**src/rtl/seq_detector_pkg.sv**
```systemverilog
// rtl/seq_detector_pkg.sv - shared types and constants for the serial pattern detector
package seq_detector_pkg;

  // Detector states: no pattern, filling history, comparing, absorbing lockout
  typedef enum logic [1:0] {
    ST_IDLE = 2'd0,
    ST_FILL = 2'd1,
    ST_RUN  = 2'd2,
    ST_LOCK = 2'd3
  } state_t;

  localparam int              HIT_W   = 8;
  localparam logic [HIT_W-1:0] HIT_MAX = 8'd255;

  // Saturating increment for the match counter
  function automatic logic [HIT_W-1:0] sat_inc(input logic [HIT_W-1:0] v);
    return (v == HIT_MAX) ? v : v + 8'd1;
  endfunction

endpackage

```
**src/rtl/seq_detector_shreg.sv**
```systemverilog
// rtl/seq_detector_shreg.sv - history shift register with valid-gated shift and clear
module seq_detector_shreg #(
  parameter int WIDTH = 4
) (
  input  logic             clk,
  input  logic             rst,
  input  logic             clr,
  input  logic             shift,
  input  logic             d,
  output logic [WIDTH-2:0] q
);

  // New bit zero-extended so the shift works down to a single-bit history
  logic [WIDTH-2:0] d_ext;

  // Place the incoming bit in the lsb position
  always_comb begin
    d_ext    = '0;
    d_ext[0] = d;
  end

  // Clear has priority over shift; newest bit enters at the lsb
  always_ff @(posedge clk or posedge rst) begin
    if (rst) begin
      q <= '0;
    end else if (clr) begin
      q <= '0;
    end else if (shift) begin
      q <= (q << 1) | d_ext;
    end
  end

endmodule

```
**src/rtl/seq_detector.sv**
```systemverilog
// rtl/seq_detector.sv - Mealy serial pattern detector; optional lockout via SEQ_DETECTOR_LOCK_EN
module seq_detector
  import seq_detector_pkg::*;
#(
  parameter int WIDTH    = 4,
  parameter int MAX_HITS = 3
) (
  input  logic             clk,
  input  logic             rst,
  input  logic             x_valid,
  input  logic             x,
  input  logic [WIDTH-1:0] pat,
  input  logic             pat_load,
  input  logic             overlap,
  input  logic             clr,
  output logic             z,
  output logic [HIT_W-1:0] hit_cnt,
  output logic             locked
);

  localparam int               FW         = $clog2(WIDTH);
  localparam logic [FW-1:0]    FILL_TOP   = FW'(WIDTH - 1);
  localparam logic [HIT_W-1:0] MAX_HITS_V = HIT_W'(MAX_HITS);

  state_t           state;
  logic [WIDTH-1:0] pat_q;
  logic [FW-1:0]    fill;
  logic [WIDTH-2:0] hist;

  logic             clr_eff;
  logic             match;
  logic             lock_hit;
  logic             hist_clr;
  logic             hist_shift;

`ifdef SEQ_DETECTOR_LOCK_EN
  localparam bit LOCK_EN = 1'b1;
  assign locked = (state == ST_LOCK);
`else
  localparam bit LOCK_EN = 1'b0;
  assign locked = 1'b0;
`endif

  // clr only restarts a detector that already holds a pattern
  assign clr_eff  = clr && (state != ST_IDLE);

  // A load or clear cycle never reports a match; the bit on x is dropped
  assign match    = x_valid && (state == ST_RUN) && !pat_load && !clr
                    && ({hist, x} == pat_q);
  assign z        = match && !rst;

  // The match that brings the counter to MAX_HITS is the last one reported
  assign lock_hit = LOCK_EN && match && (hit_cnt != HIT_MAX)
                    && (sat_inc(hit_cnt) == MAX_HITS_V);

  assign hist_clr   = pat_load || clr_eff || (match && !overlap);
  assign hist_shift = x_valid && !pat_load && !clr_eff &&
                      ((state == ST_FILL) || ((state == ST_RUN) && (!match || overlap)));

  seq_detector_shreg #(
    .WIDTH (WIDTH)
  ) u_shreg (
    .clk   (clk),
    .rst   (rst),
    .clr   (hist_clr),
    .shift (hist_shift),
    .d     (x),
    .q     (hist)
  );

  // State, pattern, fill count and match counter; load beats clear beats data
  always_ff @(posedge clk or posedge rst) begin
    if (rst) begin
      state   <= ST_IDLE;
      pat_q   <= '0;
      fill    <= '0;
      hit_cnt <= '0;
    end else if (pat_load) begin
      pat_q   <= pat;
      fill    <= '0;
      hit_cnt <= '0;
      state   <= ST_FILL;
    end else if (clr_eff) begin
      fill    <= '0;
      hit_cnt <= '0;
      state   <= ST_FILL;
    end else if (x_valid) begin
      case (state)
        ST_FILL: begin
          fill <= fill + FW'(1);
          if (fill == FILL_TOP - FW'(1)) begin
            state <= ST_RUN;
          end
        end
        ST_RUN: begin
          if (match) begin
            hit_cnt <= sat_inc(hit_cnt);
            if (lock_hit) begin
              state <= ST_LOCK;
            end else if (!overlap) begin
              fill  <= '0;
              state <= ST_FILL;
            end
          end
        end
        default: begin
        end
      endcase
    end
  end

endmodule

```
**config.mk**
```make
export PLATFORM = sky130hd
export DESIGN_NAME = seq_detector
export DESIGN_NICKNAME = d
export VERILOG_FILES = /design/src/rtl/seq_detector_pkg.sv /design/src/rtl/seq_detector_shreg.sv /design/src/rtl/seq_detector.sv
export SDC_FILE = /design/constraint.sdc
export NUM_CORES = 1
export LEC_CHECK = 0
export CAP_MARGIN = 25
export CORE_UTILIZATION = 26
export CTS_CLUSTER_DIAMETER = 100
export DETAILED_ROUTE_END_ITERATION = 6
export PLACE_DENSITY = 0.49
export SETUP_SLACK_MARGIN = 0.02
export SLEW_MARGIN = 0
export SYNTH_ARGS = -nofsm -noshare
export SYNTH_HDL_FRONTEND = slang
export SYNTH_SLANG_ARGS = --single-unit
```
**constraint.sdc**
```tcl
create_clock -name clk -period 3.05 [get_ports clk]
set_input_delay 0.305 -clock clk [delete_from_list [all_inputs] [get_ports clk]]
set_output_delay 0.305 -clock clk [all_outputs]
set_load 0.03 [all_outputs]
```
## Word-level counts from Yosys, hierarchy flattened

Cells that the tools add are included.

- Register bits after elaboration: 19
- Bits of input ports: 11
- Output and inout bits: 10
- Word-level logic and storage cells: 68

- $add $sub $neg: 2
- Equality and inequality tests: 9
- Muxes and demuxes: 21
- Bitwise operators: 1
- Reduce and logical (&&, ||, !) cells: 30

Operators with widths:

| kind | number |
|---|---|
| 2-to-1 mux 8 bit | 6 |
| 2-to-1 mux 2 bit | 11 |
| logical AND 1 bit | 11 |
| nonzero test 3 bit | 3 |
| adder 8 x 1 -> 8 bit, second input constant | 1 |
| equality test 8 bit, second input constant | 1 |
| inequality test 4 bit, second input constant | 2 |
| case mux 2 bit (2 select lines) | 2 |
| AND reduction 4 bit | 2 |
| zero test 1 bit | 6 |
| 2-to-1 mux 3 bit | 2 |
| AND reduction 5 bit | 1 |
| equality test 2 bit, second input constant | 2 |
| equality test 4 bit | 1 |
| logical OR 1 bit | 4 |
| inequality test 4 x 3 -> 1 bit, second input constant | 1 |
| nonzero test 2 bit | 2 |
| nonzero test 4 bit | 1 |
| inequality test 3 bit, second input constant | 1 |
| OR 3 x 1 -> 3 bit | 1 |
| adder 2 x 1 -> 2 bit, second input constant | 1 |
| equality test 2 x 1 -> 1 bit, second input constant | 1 |

## Depth between registers and ports, before layout

Gate-level depths: netlist (run 1).

- Word-level depth: 12
- Gate-level depth with buffers: 8
- Mapped depth without buffers: 7

## Cells and area by module

Synthesis (run 1) repeated with hierarchy kept, for this count alone.

- Cell total of the unflattened synthesis: 102
- Area, all modules: 1068.5 um2

By module, submodules not included:

| module | instances | cells each | area each (um2) | seq. area each (um2) |
|---|---|---|---|---|
| seq_detector | 1 | 92 | 948.4 | 400.4 |
| seq_detector_shreg | 1 | 10 | 120.1 | 75.1 |

## Worst setup path before layout (run 1)

No wires, ideal clock.

- Path kind: register to register
- Start: register state[0]
- End: register hit_cnt[4]
- Setup time: 0.066 ns
- Arrival time: 1.873 ns
- Data required time: 2.984 ns
- Slack: 1.111 ns
- Cell stages (with the launch flop): 9
- Path buffers: 1
- Clock period less this slack: 1.939 ns
- Cell sequence: dfrtp_1 > inv_1 > ha_1 > nand2_2 > nor4_4 > o2111ai_1 > buf_4 > or4_1 > nand2_1

- Cells in the longest elaborated chain, start to end: 7
- Elaborated cells between the ends (all ways): 14
- Classes of those cells: eq/ne: 2; mux: 2; reduce/logical: 10

Ends and longest elaborated chain:

| what | RTL line | source |
|---|---|---|
| start: declaration | seq_detector.sv:25 | `state_t state;` |
| start signal: assignment | seq_detector.sv:74 | `state <= ST_IDLE;` |
| start signal: assignment | seq_detector.sv:82 | `state <= ST_FILL;` |
| start signal: assignment | seq_detector.sv:86 | `state <= ST_FILL;` |
| equality test 2 bit | seq_detector.sv:48, seq_detector.sv:88 |  |
| logical AND 1 bit (3 in a row) | seq_detector.sv:48 | `assign match = x_valid && (state == ST_RUN) && !pat_load && !clr` |
| logical AND 1 bit | seq_detector.sv:49 | `&& ({hist, x} == pat_q);` |
| nonzero test 3 bit (no line) | n/a |  |
| AND reduction 4 bit (no line) | n/a |  |
| end signal: assignment | seq_detector.sv:97 | `hit_cnt <= sat_inc(hit_cnt);` |
| end: declaration | seq_detector.sv:17 | `output logic [HIT_W-1:0] hit_cnt,` |

Several ways; a longest one is shown, not always the timed one.
A chain may end at the register's enable or synchronous reset.

## Worst setup path in the final report (run 1)

- Start: register state[0]
- End: output port z

- Cells in the longest elaborated chain, start to end: 6

Ends and longest elaborated chain:

| what | RTL line | source |
|---|---|---|
| equality test 2 bit | seq_detector.sv:48 |  |
| logical AND 1 bit (3 in a row) | seq_detector.sv:48 |  |
| logical AND 1 bit | seq_detector.sv:49 |  |
| logical AND 1 bit | seq_detector.sv:50 | `assign z = match && !rst;` |
| end: declaration | seq_detector.sv:16 | `output logic z,` |

No other way between the ends.

==> results of run 1 <==
## synthesized netlist by cell type, drive strengths merged
master	n
dfrtp	19
inv	9
nor2	8
a21oi	7
nand2	7
o21ai	6
ha	5
mux2	5
mux2i	5
nand3	5
or4	5
or3	4
xor2	4
buf	3
o211ai	3
o31ai	2
a21o	1
a41oi	1
clkbuf	1
conb	1
nand4	1
nor2b	1
nor3	1
nor4	1
o2111ai	1
o41ai	1
xnor2	1
## registers in the layout (all words and copies together), names as in the netlist
signal and count:
state 2, pat_q 4, fill 2, hit_cnt 8, u_shreg.q 3
## per-layer routing
layer,GRT usage [%],vias to the layer above,part of all wire [%]
met3,2.05,3,4.4
met4,4.79,0,1.4
met2,18.3,26,46
li1,-,420,-
met1,15.8,434,48
met5,0,-,0
## through the flow
stage,util [%],total power (W),cells
2_1_floorplan,-,0.000368,108
3_3_place_gp,32.7,0.000400,173
3_5_place_dp,32.7,0.000403,173
4_1_cts,33.9,0.000585,177
5_1_grt,33.9,0.000617,177
6_report,33.9,0.000577,177
## power breakdown
part	switching [W]	leakage, nW	internal [W]	total (W)
Clock	0.0000885	0.0255	0.0000911	0.000180
Sequential	0.0000121	0.251	0.000267	0.000279
Combinational	0.0000665	0.300	0.0000521	0.000119
## area by class of cell
cell class                 instances  area, µm²
tap                               50       62.6
fill                             407       2640
clock inverter                     1       5.00
sequential                        19        475
multi-input combinational         76        548
timing repair buffer              19        190
clock buffer                       3       41.3
inverter                           9       33.8
## worst paths after layout
kind,startpoint,endpoint,cells past startpoint
worst max-delay path,state[0],z,7
worst min-delay path,rst,hit_cnt[7],2
worst max register to register,state[0],hit_cnt[5],7
worst min register to register,pat_q[0],pat_q[0],1
max in group asynchronous,rst,state[0],2
min in group clk,pat_q[0],pat_q[0],1
## logic make-up (layout without fill, tap and decap cells)
| logic type | after synthesis | after routing | share of synthesized area (%) |
|---|---|---|---|
| AND/OR/NAND/NOR | 33 | 33 | 17.3 |
| other | 1 | 1 | 0.345 |
| adder cells (fa/ha/maj) | 5 | 5 | 5.75 |
| XOR/XNOR | 5 | 5 | 4.72 |
| buffers and inverters | 13 | 32 | 5.87 |
| AO/OA/AOI/OAI | 22 | 22 | 12.5 |
| flip-flops | 19 | 19 | 43.7 |
| multiplexers | 10 | 10 | 9.78 |
==> flow_summary.yaml, run 1 <==
status:
  status: "finished clean"
timing:
  setup_ws_ps: 294
  hold_slack_ps: 500
  setup_viol: 0
  max_freq_mhz: 363
  fin_crit_sh_pct: 90.4
  slew_viol_final: 0
  maxSlewHeadroom_pct: 39.8
  layout_min_cycle_time_ps: 2760
  finalSetupTns_ps: 0
  finalHoldViolations: 0
  worst_pin_slew_ps: 902
  rsz0062_at_grt: "false"
  fin_skew_ps: 1.43
clock_network:
  ctsHtreeMaxLevel: 1
  cts_buffers: 3
  clk_latency_ps: 260
  cts_resized: 0
  clk_pin_slew_ps: 70
  cts_setup_buffers: 0
  hold_buffers: 0
  cts_tree: "done"
  clock_path_buffers: 2
  cts_sinks: 19
  cts-root-buf: "clkbuf_8"
synthesis:
  yosysTopAreaCell: "dfrtp_1"
  yosysSeqAreaShare_pct: 43.7
  yosys.cell_types.count: 32
  syn_area_mm2: 0.00109
  synth_top_area_share_pct: 43.7
  synth_area_leaders: "dfrtp_1 (44%), ha_1 (5.8%), mux2i_1 (4.6%), mux2_2 (4.1%), or4_1 (3.5%)"
  synthCells: 108
  synth_nets: 124
  synth.avg_cell_area_um2: 10.1
  synth-seq-cells: 19
  yosysWarnings: 0
global_route:
  antenna_found_initial: 0
  grt_pass1_wl_mm: 3.87
  grt_overflow: 0
  grt_use_total_pct: 11.7
  grt_pass1_vias: 831
  grt_start_max_net_pins: 20
placement:
  place_area_mm2: 0.00131
  gp_congestion: 0.746
  port_buffers: 19
  dp_hpwl_mm: 1.71
  dp_slack_ps: 429
power:
  power_density_mw_per_mm2: 426
  leakagePower_nw: 0.576
  ir_drop_mv: 0.176
detailed_routing:
  via_per_inst: 4.99
  drtIter0Drc: 35
  ant_nets: 0
  wirelength_mm: 2.29
  drc: 0
  via_count: 883
  drt-pass1-iter-count: 4
  wl_per_cell_um: 12.9
finish:
  area_delta_synth_final_pct: 24.7
  final_cell_mix: "dfrtp_1 (19), clkdlybuf4s50_1 (19), inv_1 (9)"
  finalInstanceArea_mm2: 0.00136
  diodes: 0
  nets: 144
  drive_gt1_share_pct: 10.2
critical_path:
  cpPeakStageDelay_ps: 670
  cp_top_family: "buffers and inverters"
  cp_max_fo: 6
  setup.worst_path.class: "reg2out"
  cp_data_required_time_ps: 2740
  cp_slowest_cell: "clkdlybuf4s50_1"
  critPathLaunchType: "register"
  critPathArrivalTime_ps: 2450
  cp_cell_sequence: "inv_1 > ha_1 > nand2_2 > nor4_4 > nand3_1 > nor2_1 > clkdlybuf4s50_1"
  r2r_slack_ps: 620
  critical_path_buf_inv_count: 2
  endpoint_kind: "output pin"
die:
  rows: 23
  die_y_um: 66.7
  start_util_pct: 27.2
  dieArea_mm2: 0.00444
  die_w_um: 66.7
  io_pins: 21
  core-area_mm2: 0.00400
job:
  maxCapViolCount: 0
min_path:
  hold_path_class: "in2async"
Power figures use the tool's default switching activity.
==> inputs of run 2 (changes only) <==
==> constraint.sdc (replaced) <==
create_clock -name clk -period 3.55 [get_ports clk]
set_input_delay 0.355 -clock clk [delete_from_list [all_inputs] [get_ports clk]]
set_output_delay 0.355 -clock clk [all_outputs]
set_load 0.03 [all_outputs]
==> flow_summary.yaml, run 2 (synthesis results as in run 1) <==
status:
  status: "finished clean"
critical_path:
  critPathArrivalTime_ps: 2420
  critical_path_buf_inv_count: 2
  cp_max_fo: 6
  cp_data_required_time_ps: 3190
  setup.worst_path.class: "reg2out"
  endpoint_kind: "output pin"
  cp_slowest_cell: "clkdlybuf4s50_1"
  cp_top_family: "buffers and inverters"
  cpPeakStageDelay_ps: 670
  critPathLaunchType: "register"
  cp_cell_sequence: "inv_1 > ha_1 > nand2_2 > nor4_4 > nand3_1 > nor2_1 > clkdlybuf4s50_1"
clock_network:
  cts-root-buf: "clkbuf_8"
  clock_path_buffers: 2
  cts_resized: 0
  clk_pin_slew_ps: 70
  cts_buffers: 3
  hold_buffers: 0
  cts_tree: "done"
  cts_setup_buffers: 0
  clk_latency_ps: 250
  cts_sinks: 19
  ctsHtreeMaxLevel: 1
die:
  start_util_pct: 27.2
  io_pins: 21
  rows: 23
  die_w_um: 66.7
  die_y_um: 66.7
  dieArea_mm2: 0.00444
  core-area_mm2: 0.00400
job:
  maxCapViolCount: 0
finish:
  finalInstanceArea_mm2: 0.00136
  final_cell_mix: "dfrtp_1 (19), clkdlybuf4s50_1 (19), inv_1 (9)"
  drive_gt1_share_pct: 9.45
  nets: 144
  largest_register_ffs: 8
  final_cells: 177
  diodes: 0
  regMostFlops: "hit_cnt"
  fillers: 416
  area_delta_synth_final_pct: 24.6
  top_regs: "hit_cnt (8), pat_q (4), u_shreg.q (3)"
  multi_input_area_um2: 548
  regArea_um2: 475
power:
  swShare_pct: 27.5
  intPower_w: 0.000354
  leakagePower_nw: 0.574
  ir_drop_mv: 0.171
  power_density_mw_per_mm2: 360
  switchingPower_w: 0.000134
  p_seq_share_pct: 49.3
  pwr-share-comb_pct: 20.5
  p_clk_share_pct: 30.2
placement:
  place_area_mm2: 0.00131
  dp_hpwl_mm: 1.66
  gp_congestion: 0.756
  placed_cells: 173
  port_buffers: 19
detailed_routing:
  via_per_inst: 4.91
  wl_per_cell_um: 12.4
  drc: 0
  drtIter0Drc: 29
  ant_nets: 0
  wirelength_mm: 2.19
  via_count: 869
  drt-pass1-iter-count: 4
global_route:
  grt_overflow: 0
  grt_use_total_pct: 11.2
  grt_pass1_wl_mm: 3.72
  grt_start_max_net_pins: 20
  grt.busiest_layer: "met2"
  met3_usage_pct: 3.60
  antenna_found_initial: 0
  globalRouteMet1Util_pct: 14.5
  use_met2_pct: 18.6
  grt_pass1_vias: 823
timing:
  fin_skew_ps: 2.08
  slew_viol_final: 0
  layout_min_cycle_time_ps: 2770
  max_freq_mhz: 361
  worst_pin_slew_ps: 919
  setup_viol: 0
  fin_crit_sh_pct: 78.1
  finalSetupTns_ps: 0
  finalHoldViolations: 0
  maxSlewHeadroom_pct: 38.6
  rsz0062_at_grt: "false"
min_path:
  hold_path_class: "reg2reg"
[run 2: worst paths after layout]
kind / start / end / slack, ps / cells past startpoint
worst max register to register: state[0] / hit_cnt[7] / 1130 / 7
worst max-delay path: state[0] / z / 780 / 7
worst min-delay path: pat_q[0] / pat_q[0] / 540 / 1
max in group asynchronous: rst / pat_q[3] / 2510 / 2
worst min register to register: pat_q[0] / pat_q[0] / 540 / 1
min in group asynchronous: rst / hit_cnt[3] / 570 / 2
[run 2: through the flow]
step	util, %	hold WS (ps)	setup slack (ps)	total power (W)
3_3_place_gp	32.7	521	876	0.000344
5_1_grt	33.9	558	557	0.000525
2_1_floorplan	-	306	1590	0.000316
4_1_cts	33.9	541	745	0.000500
3_5_place_dp	32.7	524	817	0.000345
6_report	33.9	540	777	0.000488
[run 2: power by group through the flow]
stage | logic (W) | clock network (W) | registers, W
finish | 0.000100 | 0.000147 | 0.000240
global placement | 0.000100 | 0 | 0.000243
floorplan | 0.0000746 | 0 | 0.000242
global route | 0.000114 | 0.000170 | 0.000241
CTS | 0.000101 | 0.000159 | 0.000240
detailed placement | 0.000101 | 0 | 0.000244
[run 2: area by class of cell]
cell class,count,share of cell area (%)
clock buffers,4,3.32
inverters,9,2.49
multi-input cells,76,40.4
flip-flops and latches,19,35.1
well taps,50,4.62
repair buffers,19,14.0
[run 2: layer usage]
metal | up-vias | part of all wire (%) | wire, µm
met3 | 0 | 5.4 | 119
met2 | 25 | 45 | 994
li1 | 420 | - | -
met1 | 424 | 49 | 1080
met4 | 0 | 0 | 0
met5 | - | 0 | 0
==> inputs of run 3 (changes only) <==
==> constraint.sdc (replaced) <==
create_clock -name clk -period 2.65 [get_ports clk]
set_input_delay 0.265 -clock clk [delete_from_list [all_inputs] [get_ports clk]]
set_output_delay 0.265 -clock clk [all_outputs]
set_load 0.03 [all_outputs]
==> flow_summary.yaml, run 3 (synthesis results as in run 1) <==
timing:
  hold_slack_ps: 477
  max_freq_mhz: 451
  rsz0062_at_grt: "false"
  layout_min_cycle_time_ps: 2220
  setup_viol: 0
  fin_skew_ps: 7.92
  maxSlewHeadroom_pct: 49.4
  fin_crit_sh_pct: 83.7
  finalHoldViolations: 0
  finalSetupTns_ps: 0
  worst_pin_slew_ps: 759
  slew_viol_final: 0
critical_path:
  cp_top_family: "simple AND/OR/NAND/NOR gates"
  cp_cell_sequence: "inv_1 > ha_1 > nand2_2 > nor4_4 > nand3_1 > buf_4 > or4_1 > a21oi_1"
  critical_path_buf_inv_count: 2
  cp_max_fo: 6
  cpPeakStageDelay_ps: 510
  endpoint_kind: "register"
  critPathLaunchType: "register"
  setup.worst_path.class: "reg2reg"
  r2r-start: "state[0]"
  startpoint: "state[0]"
  cp_data_required_time_ps: 2820
  cp_slowest_cell: "or4_1"
  critPathArrivalTime_ps: 2390
finish:
  finalInstanceArea_mm2: 0.00138
  area_delta_synth_final_pct: 27.0
  drive_gt1_share_pct: 12.3
  final_cells: 180
  nets: 147
  largest_register_ffs: 8
  layout_commonest_cell: "dfrtp_1"
  final_cell_mix: "dfrtp_1 (19), clkdlybuf4s50_1 (18), inv_1 (9)"
  top_regs: "hit_cnt (8), pat_q (4), u_shreg.q (3)"
  regMostFlops: "hit_cnt"
  diodes: 0
global_route:
  grt_start_max_net_pins: 20
  grt_use_total_pct: 12.0
  antenna_found_initial: 0
  grt_pass1_vias: 853
  grt_pass1_wl_mm: 4.00
  grt_overflow: 0
power:
  power_density_mw_per_mm2: 479
  leakagePower_nw: 0.608
  ir_drop_mv: 0.351
detailed_routing:
  drc: 0
  via_count: 868
  wirelength_mm: 2.35
  via_per_inst: 4.82
  wl_per_cell_um: 13.1
  ant_nets: 0
  drt-pass1-iter-count: 4
  drtIter0Drc: 57
die:
  die_y_um: 66.7
  dieArea_mm2: 0.00444
  core-area_mm2: 0.00400
  io_pins: 21
  start_util_pct: 27.2
  die_w_um: 66.7
  rows: 23
clock_network:
  cts-root-buf: "clkbuf_8"
  clk_latency_ps: 260
  cts_tree: "done"
  ctsHtreeMaxLevel: 1
  clock_path_buffers: 2
  cts_buffers: 3
  clk_pin_slew_ps: 80
  hold_buffers: 0
  cts_sinks: 19
placement:
  place_area_mm2: 0.00133
  port_buffers: 19
  placed_cells: 176
  dp_hpwl_mm: 1.75
  gp_congestion: 0.771
min_path:
  hold_path_class: "in2async"
status:
  status: "finished clean"
job:
  maxCapViolCount: 0
[run 3: cell count changes in the layout (fill, tap and decap cells not counted)]
cell             before  now
buf_4                 0    3
dlymetal6s2s_1        0    1
clkbuf_1              1    0
clkdlybuf4s50_1      19   18
clkinv_2              0    1
[run 3: what timing repair did]
item | in CTS | in global routing
setup endpoints to repair | 0 | 1
gates resized for setup | 0 | 1
setup buffers | 0 | 0
[run 3: metal layers]
layer	global-route usage (%)	share of wire [%]	wire length, µm	vias to the layer above
met4	0.798	0	0	0
met3	4.11	6.9	163	0
met5	0	0	0	-
met2	19.6	44	1050	30
met1	16.0	49	1140	411
li1	-	-	-	427
[run 3: stage by stage]
stage,worst slack [ps],power [W],utilization [%]
floorplan,711,0.000423,-
detailed placement,325,0.000466,33.3
CTS,46.4,0.000674,34.5
global placement,326,0.000462,33.3
finish,433,0.000662,34.5
global route,210,0.000707,34.5
[run 3: power breakdown]
part	internal, W	switching, W	total, W
Clock	0.000105	0.0000995	0.000204
Sequential	0.000307	0.0000139	0.000321
Combinational	0.0000609	0.0000763	0.000137
Total	0.000473	0.000190	0.000662
[run 3: area by class of cell]
type	count	area, µm²
tap	50	62.6
multi-input combinational	76	548
sequential	19	475
fill	395	2620
clock buffer	3	41.3
inverter	9	33.8
timing repair buffer	22	215
clock inverter	1	5.00
[run 3: final timing paths]
check | to | slack [ps] | depth (start not counted)
max reg2reg | hit_cnt[6] | 430 | 8
min | fill[1] | 480 | 2
min in group clk | pat_q[1] | 550 | 1
max in group asynchronous | hit_cnt[5] | 1690 | 2
min reg2reg | pat_q[1] | 550 | 1
max | hit_cnt[6] | 430 | 8
